File: src/rtl/uart_tx_fifo_drain_if.sv
// FIFO read-port bundle between the TX FIFO and the UART drain.
//   fifo_empty : FIFO empty flag (FIFO -> UART)
//   fifo_dout  : FIFO read data, valid the cycle after a pop edge (FIFO -> UART)
//   fifo_rd_en : pop request, one-cycle pulse (UART -> FIFO)
// The master modport is the UART side, which issues the pops.
interface uart_tx_fifo_drain_if #(
  parameter int unsigned DATA_WIDTH = 8
) ();
  logic                  fifo_empty;
  logic [DATA_WIDTH-1:0] fifo_dout;
  logic                  fifo_rd_en;

  modport master (
    input  fifo_empty,
    input  fifo_dout,
    output fifo_rd_en
  );

  modport slave (
    output fifo_empty,
    output fifo_dout,
    input  fifo_rd_en
  );
endinterface

File: src/rtl/uart_tx_fifo_drain.sv
// UART transmitter draining a TX FIFO. It pops one word per frame and sends
// start, DATA_WIDTH data bits LSB-first, an optional parity bit and STOP_BITS
// stop bits on tx. All outputs are registered.
//   clk        : system clock, rising edge
//   reset      : asynchronous, active-high
//   fifo       : FIFO read port (master side: empty/dout in, rd_en out)
//   tx         : serial line, idles high
//   busy       : high in every state except idle
//   frame_done : one-cycle pulse when the last stop bit ends
module uart_tx_fifo_drain #(
  parameter int unsigned CLK_FREQ   = 50_000_000,
  parameter int unsigned BAUD       = 115200,
  parameter int unsigned DATA_WIDTH = 8,
  parameter int unsigned PARITY     = 0,
  parameter int unsigned STOP_BITS  = 1
) (
  input  logic                     clk,
  input  logic                     reset,
  uart_tx_fifo_drain_if.master     fifo,
  output logic                     tx,
  output logic                     busy,
  output logic                     frame_done
);

  localparam int unsigned CLKS_PER_BIT = CLK_FREQ / BAUD;
  localparam int unsigned CNT_W        = $clog2(CLKS_PER_BIT);
  localparam int unsigned IDX_W        = $clog2(DATA_WIDTH + 1);

  typedef enum logic [2:0] {
    StIdle, StFetch, StLoad, StStart, StData, StParity, StStop
  } state_e;

  state_e                state_q, state_d;
  logic [CNT_W-1:0]      cnt_q, cnt_d;
  logic [IDX_W-1:0]      idx_q, idx_d;
  logic [DATA_WIDTH-1:0] shift_q, shift_d;
  logic                  acc_q, acc_d;
  logic                  tx_q, tx_d;
  logic                  rd_en_q, rd_en_d;
  logic                  busy_q, busy_d;
  logic                  done_q, done_d;
  logic                  baud_last;

  always_ff @(posedge clk or posedge reset) begin
    if (reset) begin
      state_q <= StIdle;
      cnt_q   <= '0;
      idx_q   <= '0;
      shift_q <= '0;
      acc_q   <= 1'b0;
      tx_q    <= 1'b1;
      rd_en_q <= 1'b0;
      busy_q  <= 1'b0;
      done_q  <= 1'b0;
    end else begin
      state_q <= state_d;
      cnt_q   <= cnt_d;
      idx_q   <= idx_d;
      shift_q <= shift_d;
      acc_q   <= acc_d;
      tx_q    <= tx_d;
      rd_en_q <= rd_en_d;
      busy_q  <= busy_d;
      done_q  <= done_d;
    end
  end

  always_comb begin
    state_d   = state_q;
    cnt_d     = cnt_q;
    idx_d     = idx_q;
    shift_d   = shift_q;
    acc_d     = acc_q;
    tx_d      = tx_q;
    rd_en_d   = 1'b0;
    done_d    = 1'b0;
    baud_last = (cnt_q == CNT_W'(CLKS_PER_BIT - 1));

    unique case (state_q)
      StIdle: begin
        if (!fifo.fifo_empty) begin
          state_d = StFetch;
          rd_en_d = 1'b1;
        end
      end
      // FIFO pops at the edge ending this cycle; data is readable in LOAD.
      StFetch: state_d = StLoad;
      StLoad: begin
        shift_d = fifo.fifo_dout;
        tx_d    = 1'b0;
        cnt_d   = '0;
        idx_d   = '0;
        acc_d   = 1'b0;
        state_d = StStart;
      end
      StStart: begin
        if (baud_last) begin
          cnt_d   = '0;
          tx_d    = shift_q[0];
          state_d = StData;
        end else begin
          cnt_d = cnt_q + 1'b1;
        end
      end
      StData: begin
        if (baud_last) begin
          cnt_d   = '0;
          acc_d   = acc_q ^ shift_q[0];
          shift_d = shift_q >> 1;
          if (idx_q == IDX_W'(DATA_WIDTH - 1)) begin
            idx_d = '0;
            if (PARITY != 0) begin
              // Odd parity is the complement of the running XOR.
              tx_d    = acc_q ^ shift_q[0] ^ (PARITY == 2);
              state_d = StParity;
            end else begin
              tx_d    = 1'b1;
              state_d = StStop;
            end
          end else begin
            idx_d = idx_q + 1'b1;
            tx_d  = shift_q[1];
          end
        end else begin
          cnt_d = cnt_q + 1'b1;
        end
      end
      StParity: begin
        if (baud_last) begin
          cnt_d   = '0;
          tx_d    = 1'b1;
          state_d = StStop;
        end else begin
          cnt_d = cnt_q + 1'b1;
        end
      end
      // Bit index is reused to count stop bits.
      StStop: begin
        if (baud_last) begin
          cnt_d = '0;
          if (idx_q == IDX_W'(STOP_BITS - 1)) begin
            idx_d   = '0;
            done_d  = 1'b1;
            state_d = StIdle;
          end else begin
            idx_d = idx_q + 1'b1;
          end
        end else begin
          cnt_d = cnt_q + 1'b1;
        end
      end
      default: state_d = StIdle;
    endcase

    busy_d = (state_d != StIdle);
  end

  assign fifo.fifo_rd_en = rd_en_q;
  assign tx              = tx_q;
  assign busy            = busy_q;
  assign frame_done      = done_q;

endmodule

File: src/flat_wrapper.sv
// flat-port wrapper written by rule: the top's interface ports become plain ports
module uart_tx_fifo_drain_flat 
#(
  parameter int unsigned CLK_FREQ   = 50_000_000,
  parameter int unsigned BAUD       = 115200,
  parameter int unsigned DATA_WIDTH = 8,
  parameter int unsigned PARITY     = 0,
  parameter int unsigned STOP_BITS  = 1
)
  (clk, reset, tx, busy, frame_done, fifo_fifo_empty, fifo_fifo_dout, fifo_fifo_rd_en);
  uart_tx_fifo_drain_if #(.DATA_WIDTH(DATA_WIDTH)) fifo_i ();
  input  logic clk;
  input  logic reset;
  output logic tx;
  output logic busy;
  output logic frame_done;
  input wire logic [$bits(fifo_i.fifo_empty)-1:0] fifo_fifo_empty;
  input wire logic [$bits(fifo_i.fifo_dout)-1:0] fifo_fifo_dout;
  output wire logic [$bits(fifo_i.fifo_rd_en)-1:0] fifo_fifo_rd_en;
  assign fifo_i.fifo_empty = fifo_fifo_empty;
  assign fifo_i.fifo_dout = fifo_fifo_dout;
  assign fifo_fifo_rd_en = fifo_i.fifo_rd_en;
  uart_tx_fifo_drain #(.CLK_FREQ(CLK_FREQ), .BAUD(BAUD), .DATA_WIDTH(DATA_WIDTH), .PARITY(PARITY), .STOP_BITS(STOP_BITS)) u_core (.clk(clk), .reset(reset), .fifo(fifo_i), .tx(tx), .busy(busy), .frame_done(frame_done));
endmodule
File: config.mk
export PLATFORM = sky130hd
export DESIGN_NAME = uart_tx_fifo_drain_flat
export DESIGN_NICKNAME = d
export VERILOG_FILES = /design/src/rtl/uart_tx_fifo_drain_if.sv /design/src/rtl/uart_tx_fifo_drain.sv /design/src/flat_wrapper.sv
export SDC_FILE = /design/constraint.sdc
export NUM_CORES = 1
export LEC_CHECK = 0
export ABC_AREA = 1
export BUFFER_PORTS_ARGS = -buffer_cell sky130_fd_sc_hd__buf_2
export CAP_MARGIN = 20
export CORE_MARGIN = 2
export CORE_UTILIZATION = 53
export CTS_CLUSTER_DIAMETER = 30
export DETAILED_ROUTE_END_ITERATION = 6
export PLACE_DENSITY = 0.85
export SYNTH_ARGS = -nofsm -noshare
export SYNTH_HDL_FRONTEND = slang
export SYNTH_SLANG_ARGS = --single-unit
File: constraint.sdc
create_clock -name clk -period 1.61 [get_ports clk]
set_clock_uncertainty 0.2 [all_clocks]
set_input_delay 0.0805 -clock clk [delete_from_list [all_inputs] [get_ports clk]]
set_output_delay 0.0805 -clock clk [all_outputs]
set_load 0.005 [all_outputs]
Word-level counts from Yosys, hierarchy flattened
Index checks and enable logic that the tools add are counted.

cells by class
  add/sub/neg operators = 2
  equal/unequal tests = 12
  mux-type cells = 27
  reduce and logical (&&, ||, !) cells = 11

operators by type and width
  kind                                                    number
  two-way mux 3 bit                                       7
  case mux 3 bit (7 select lines)                         1
  case mux 9 bit (2 select lines)                         1
  two-way mux 4 bit                                       4
  case mux 8 bit (2 select lines)                         1
  case mux 4 bit (3 select lines)                         1
  adder 9 x 1 -> 9 bit (second input constant)            1
  == test 3 bit (second input constant)                   3
  == test 9 bit (second input constant)                   1
  two-way mux 1 bit                                       9
  two-way mux 9 bit                                       1
  two-way mux 8 bit                                       1
  inequality test 2 x 1 -> 1 bit (second input constant)  4
  == test 3 x 2 -> 1 bit (second input constant)          2
  nonzero test 3 bit                                      2
  adder 4 x 1 -> 4 bit (second input constant)            1
  == test 4 x 3 -> 1 bit (second input constant)          1
  zero test 4 bit                                         1
  case mux 1 bit (4 select lines)                         1
  AND reduction 4 bit                                     1
  nonzero test 2 bit                                      2
  nonzero test 4 bit                                      1
  OR reduction 4 bit                                      1
  == test 3 x 1 -> 1 bit (second input constant)          1
  other kinds (3)                                         3

storage, ports and cells
  register bits = 28
  input bits = 11
  output and inout bits = 4

Longest topological paths before layout
  word-level depth = 5
  gate-level depth with buffers = 10
  mapped depth without buffers = 10

Worst setup path after synthesis
Ideal clock, no wire load.

  path type = register to register
  start = reg u_core.cnt_q[1]
  end = reg u_core.shift_q[7]
  setup time = 0.126 ns
  arrival = 1.313 ns
  data required time = 1.284 ns
  path slack = -0.029 ns
  cell stages (with the launch flop) = 9
  period minus slack after synthesis = 1.639 ns
  path through = dfrtp_1 -> inv_1 -> ha_1 -> nand2_1 -> nor2_4 -> nand2_4 -> o21ai_4 -> buf_6 -> o21ai_0

on the way
  word-level cells in the longest chain between the ends = 3

ends and longest elaborated chain
  element                                          line                      RTL
  from (decl)                                      uart_tx_fifo_drain.sv:34  logic [CNT_W-1:0] cnt_q, cnt_d;
  from (signal assigned)                           uart_tx_fifo_drain.sv:57  cnt_q <= cnt_d;
  == test 9 bit                                    uart_tx_fifo_drain.sv:77  baud_last = (cnt_q == CNT_W'(CLKS_PER_BIT - 1));
  inequality test 2 x 1 -> 1 bit (no source line)  n/a
  AND reduction 2 bit (no source line)             n/a
  to (signal assigned)                             uart_tx_fifo_drain.sv:59  shift_q <= shift_d;
  to (decl)                                        uart_tx_fifo_drain.sv:36  logic [DATA_WIDTH-1:0] shift_q, shift_d;

No other way between the ends.
A chain may end at the register's enable or synchronous reset.

Final worst setup path
  start = reg u_core.cnt_q[1]
  end = reg u_core.busy_q, in the netlist u_core.busy

on the way
  word-level cells in the longest chain between the ends = 4
  elaborated cells on any way between the ends = 7

ends and longest elaborated chain
  element                                      line                       RTL
  == test 9 bit *                              uart_tx_fifo_drain.sv:77
  two-way mux 3 bit, on equally long branches  n/a
  case mux 3 bit (7 select lines) *            uart_tx_fifo_drain.sv:79   unique case (state_q)
  nonzero test 3 bit *                         uart_tx_fifo_drain.sv:155  busy_d = (state_d != StIdle);
  named net u_core.busy_d                      uart_tx_fifo_drain.sv:40   logic busy_q, busy_d;
  to (signal assigned)                         uart_tx_fifo_drain.sv:63   busy_q <= busy_d;
  to (decl)                                    uart_tx_fifo_drain.sv:40

The timed path passes the listed nets; every way through them passes the cells marked *.

==> impl_metrics.ini <==
[grt]
grt_pass1_wl_um = 6670
initial_antenna_violation_count = 0
gr-usage-all-layers = 0.249
largest_net_degree_at_the_start_of_global_routing = 29
total_overflow_reported_by_the_global_router = 0
first_global_vias = 1538

[critical_path]
cpPeakStageDelay_ns = 0.44
r2r.worst_path.cells = 10
critical_path_class = reg -> reg
path_delay_family = simple AND/OR/NAND/NOR gates
crit-reg2reg-capture = u_core.busy
r2r_setup_slack_ns = -0.17
worstPathArrival_ns = 1.82
rr_startpoint = u_core.cnt_q[1]
critical_path.slowest_cell = dfrtp_1
cell_occurring_most_often_along_the_worst_timing_path = nand2_1
worst-path-max-fanout = 4
worst-path-buf-inv = 2
critPathRequiredTime_ns = 1.66
crit_chain = inv_2 -> ha_4 -> nand2_4 -> nor2_4 -> buf_4 -> nand3_1 -> nand2_1 -> nand2_1 -> nor2_2 -> nand2_1
critical_path.startpoint_type = flop
critical_path.endpoint_type = flop

[outcome]
run_status = finished with violations
failing_checks = design-rule violations, negative setup slack

[final_layout]
finalCoreUtilization = 0.765
final_net_count = 292
mostFrequentLayoutCell = nand2_1
stdcell_count = 320
most-common-layout-cells = nand2_1 (51), inv_1 (34), buf_4 (27)
drive_gt1_frac = 0.362
post_route_cell_area_um2 = 2320
syn2layout_area_growth_pct = 38.6
num_antenna_cells = 0

[timing]
finalHoldViolCount = 0
fmax_ghz = 0.562
fin_crit_sh = 1.11
finalSetupViolations = 15
timing.final.crit_period_ns = 1.78
worst-slew-pin-transition_ns = 0.356
finalMaxSlewViolations = 0
rsz0062_at_grt = true
timing.slew.headroom = 0.760
worst_slack_ns = -0.170

[synth]
synth_area_per_cell_um2 = 7.56
syn-num-nets = 236
number_of_distinct_library_cells_after_synthesis = 25
synthDominantAreaCellType = dfrtp_1
netlist_top_cells_area = dfrtp_1 (40%), nand2_1 (13%), inv_1 (8.1%), o21ai_0 (6.3%), nand3_1 (4.8%)
syn-instance-count = 221
synth_top_cell_area_share = 0.404
post_synth_instance_area_um2 = 1670
synth.yosys.seq_area_share = 0.420
ys.warnings.count = 0
synth-seq-cells = 28

[detailed_routing]
wirelength_um = 4640
drc = 3
drt_iter0_drc = 124
vias_per_cell = 5.27
wl_per_cell_um = 14.5
final_antenna_net_count = 0
vias = 1685
first_pass_iters = 6

[cts]
cts.htree.levels = 1
tritoncts_clock_tree = done
clock_sinks = 28
clockRootBuffer = clkbuf_4
cts.clk_slew.worst_paths_ns = 0.15
clk-insertion-delay-late_ns = 0.34
tritoncts_buffer_count = 3
clock_path_buffers = 2

[place]
globalplace.congestion = 0.819
placedInstanceArea_um2 = 1940
post-dp-hpwl_um = 2470
post-place-cells = 296
port_buffers = 14

[power_and_ir_drop]
worst_ir_drop_vdd_v = 0.000526
pwr_density_cell_nw_per_um2 = 495
pwr_total_mw = 1.15
power_leakage_nw = 1.23

[floorplanning]
chipHeight_um = 60.2
rows = 20
chip_width_um = 60.2
core_region_area_um2 = 3030
top_level_ports = 15
floorplan.initialDensity = 0.552
design.die.area_um2 = 3620

[hold_path]
kind_of_path_behind_the_tightest_hold_check = in -> async

[job]
max-cap-violations = 0
[state kept, by name, indices dropped and copies added (netlist names)]
name / count
u_core.shift_q: 8
u_core.frame_done: 1
u_core.fifo.fifo_rd_en: 1
u_core.idx_q: 4
u_core.cnt_q: 9
u_core.busy: 1
u_core.tx: 1
u_core.state_q: 3
[stage by stage]
step | setup slack [ns] | TNS (ns) | hold WS [ns]
CTS | -0.0668 | -0.579 | 0.117
floorplan | -0.0256 | -0.191 | -0.0548
global placement | 0.0102 | 0 | -0.0380
finish | -0.170 | -1.30 | 0.122
global route | -0.193 | -1.98 | 0.170
detailed placement | -0.0329 | -0.262 | -0.0392
[cell type report]
class	instances	area, µm²
sequential	28	706
timing repair buffer	54	429
multi-input combinational	153	950
fill	174	711
clock buffer	4	36.3
tap	44	55.1
inverter	37	141
[cell families after synthesis]
logic type               share of synthesized area
buffers and inverters                       0.0988
AND/OR/NAND/NOR                              0.296
AO/OA/AOI/OAI                                0.129
XOR/XNOR                                    0.0262
flip-flops                                   0.420
adder cells (fa/ha/maj)                     0.0299
[worst register-to-register path, cell delays in order (launching register included)]
cell and delay, ns:
dfrtp_1 0.44, inv_2 0.08, ha_4 0.15, nand2_4 0.06, nor2_4 0.11, buf_4 0.14, nand3_1 0.09, nand2_1 0.11
nand2_1 0.10, nor2_2 0.14, nand2_1 0.06
[Yosys cell counts (all sizes together)]
cell and n:
inv 37, nor3 2, nand3 16, clkbuf 1, xnor2 2, o21ai 32, dfstp 1, xor2 3
nand4 5, nand2 65, a31oi 2, ha 4, nor2 18, nand3b 3, a21oi 1, buf 2
dfrtp 27
[timing repair]
item                                    in CTS  in global routing
endpoints found under the setup margin      18                 26
hold buffers                                10                  0
pin swaps                                    2                 13
endpoints found under the hold margin       38                  0
cloned                                       1                  0
gates resized for setup                     15                 42
setup buffers                                3                  6
[worst max path at each step]
stage                         start                end  slack [ns]  cells after the start
floorplan           u_core.cnt_q[1]  u_core.shift_q[7]       -0.03                      8
global route        u_core.cnt_q[1]        u_core.busy       -0.19                     10
CTS                 u_core.cnt_q[1]  u_core.shift_q[6]       -0.07                      9
global placement    u_core.cnt_q[1]  u_core.shift_q[7]        0.01                      9
detailed placement  u_core.cnt_q[1]  u_core.shift_q[4]       -0.03                      8
finish              u_core.cnt_q[1]        u_core.busy       -0.17                     10
[routing by layer]
layer	part of all wire	wire, µm	global-route usage
met5	0	0	0
met4	0.050	231	0.146
met3	0.034	158	0.0390
met2	0.51	2370	0.411
met1	0.40	1880	0.305
[power breakdown]
part / internal [mW] / switching (mW)
Clock: 0.139 / 0.214
Combinational: 0.0386 / 0.0387
Sequential: 0.714 / 0.00402
Total: 0.891 / 0.257
Note: power is estimated with default switching activity, not from simulation.
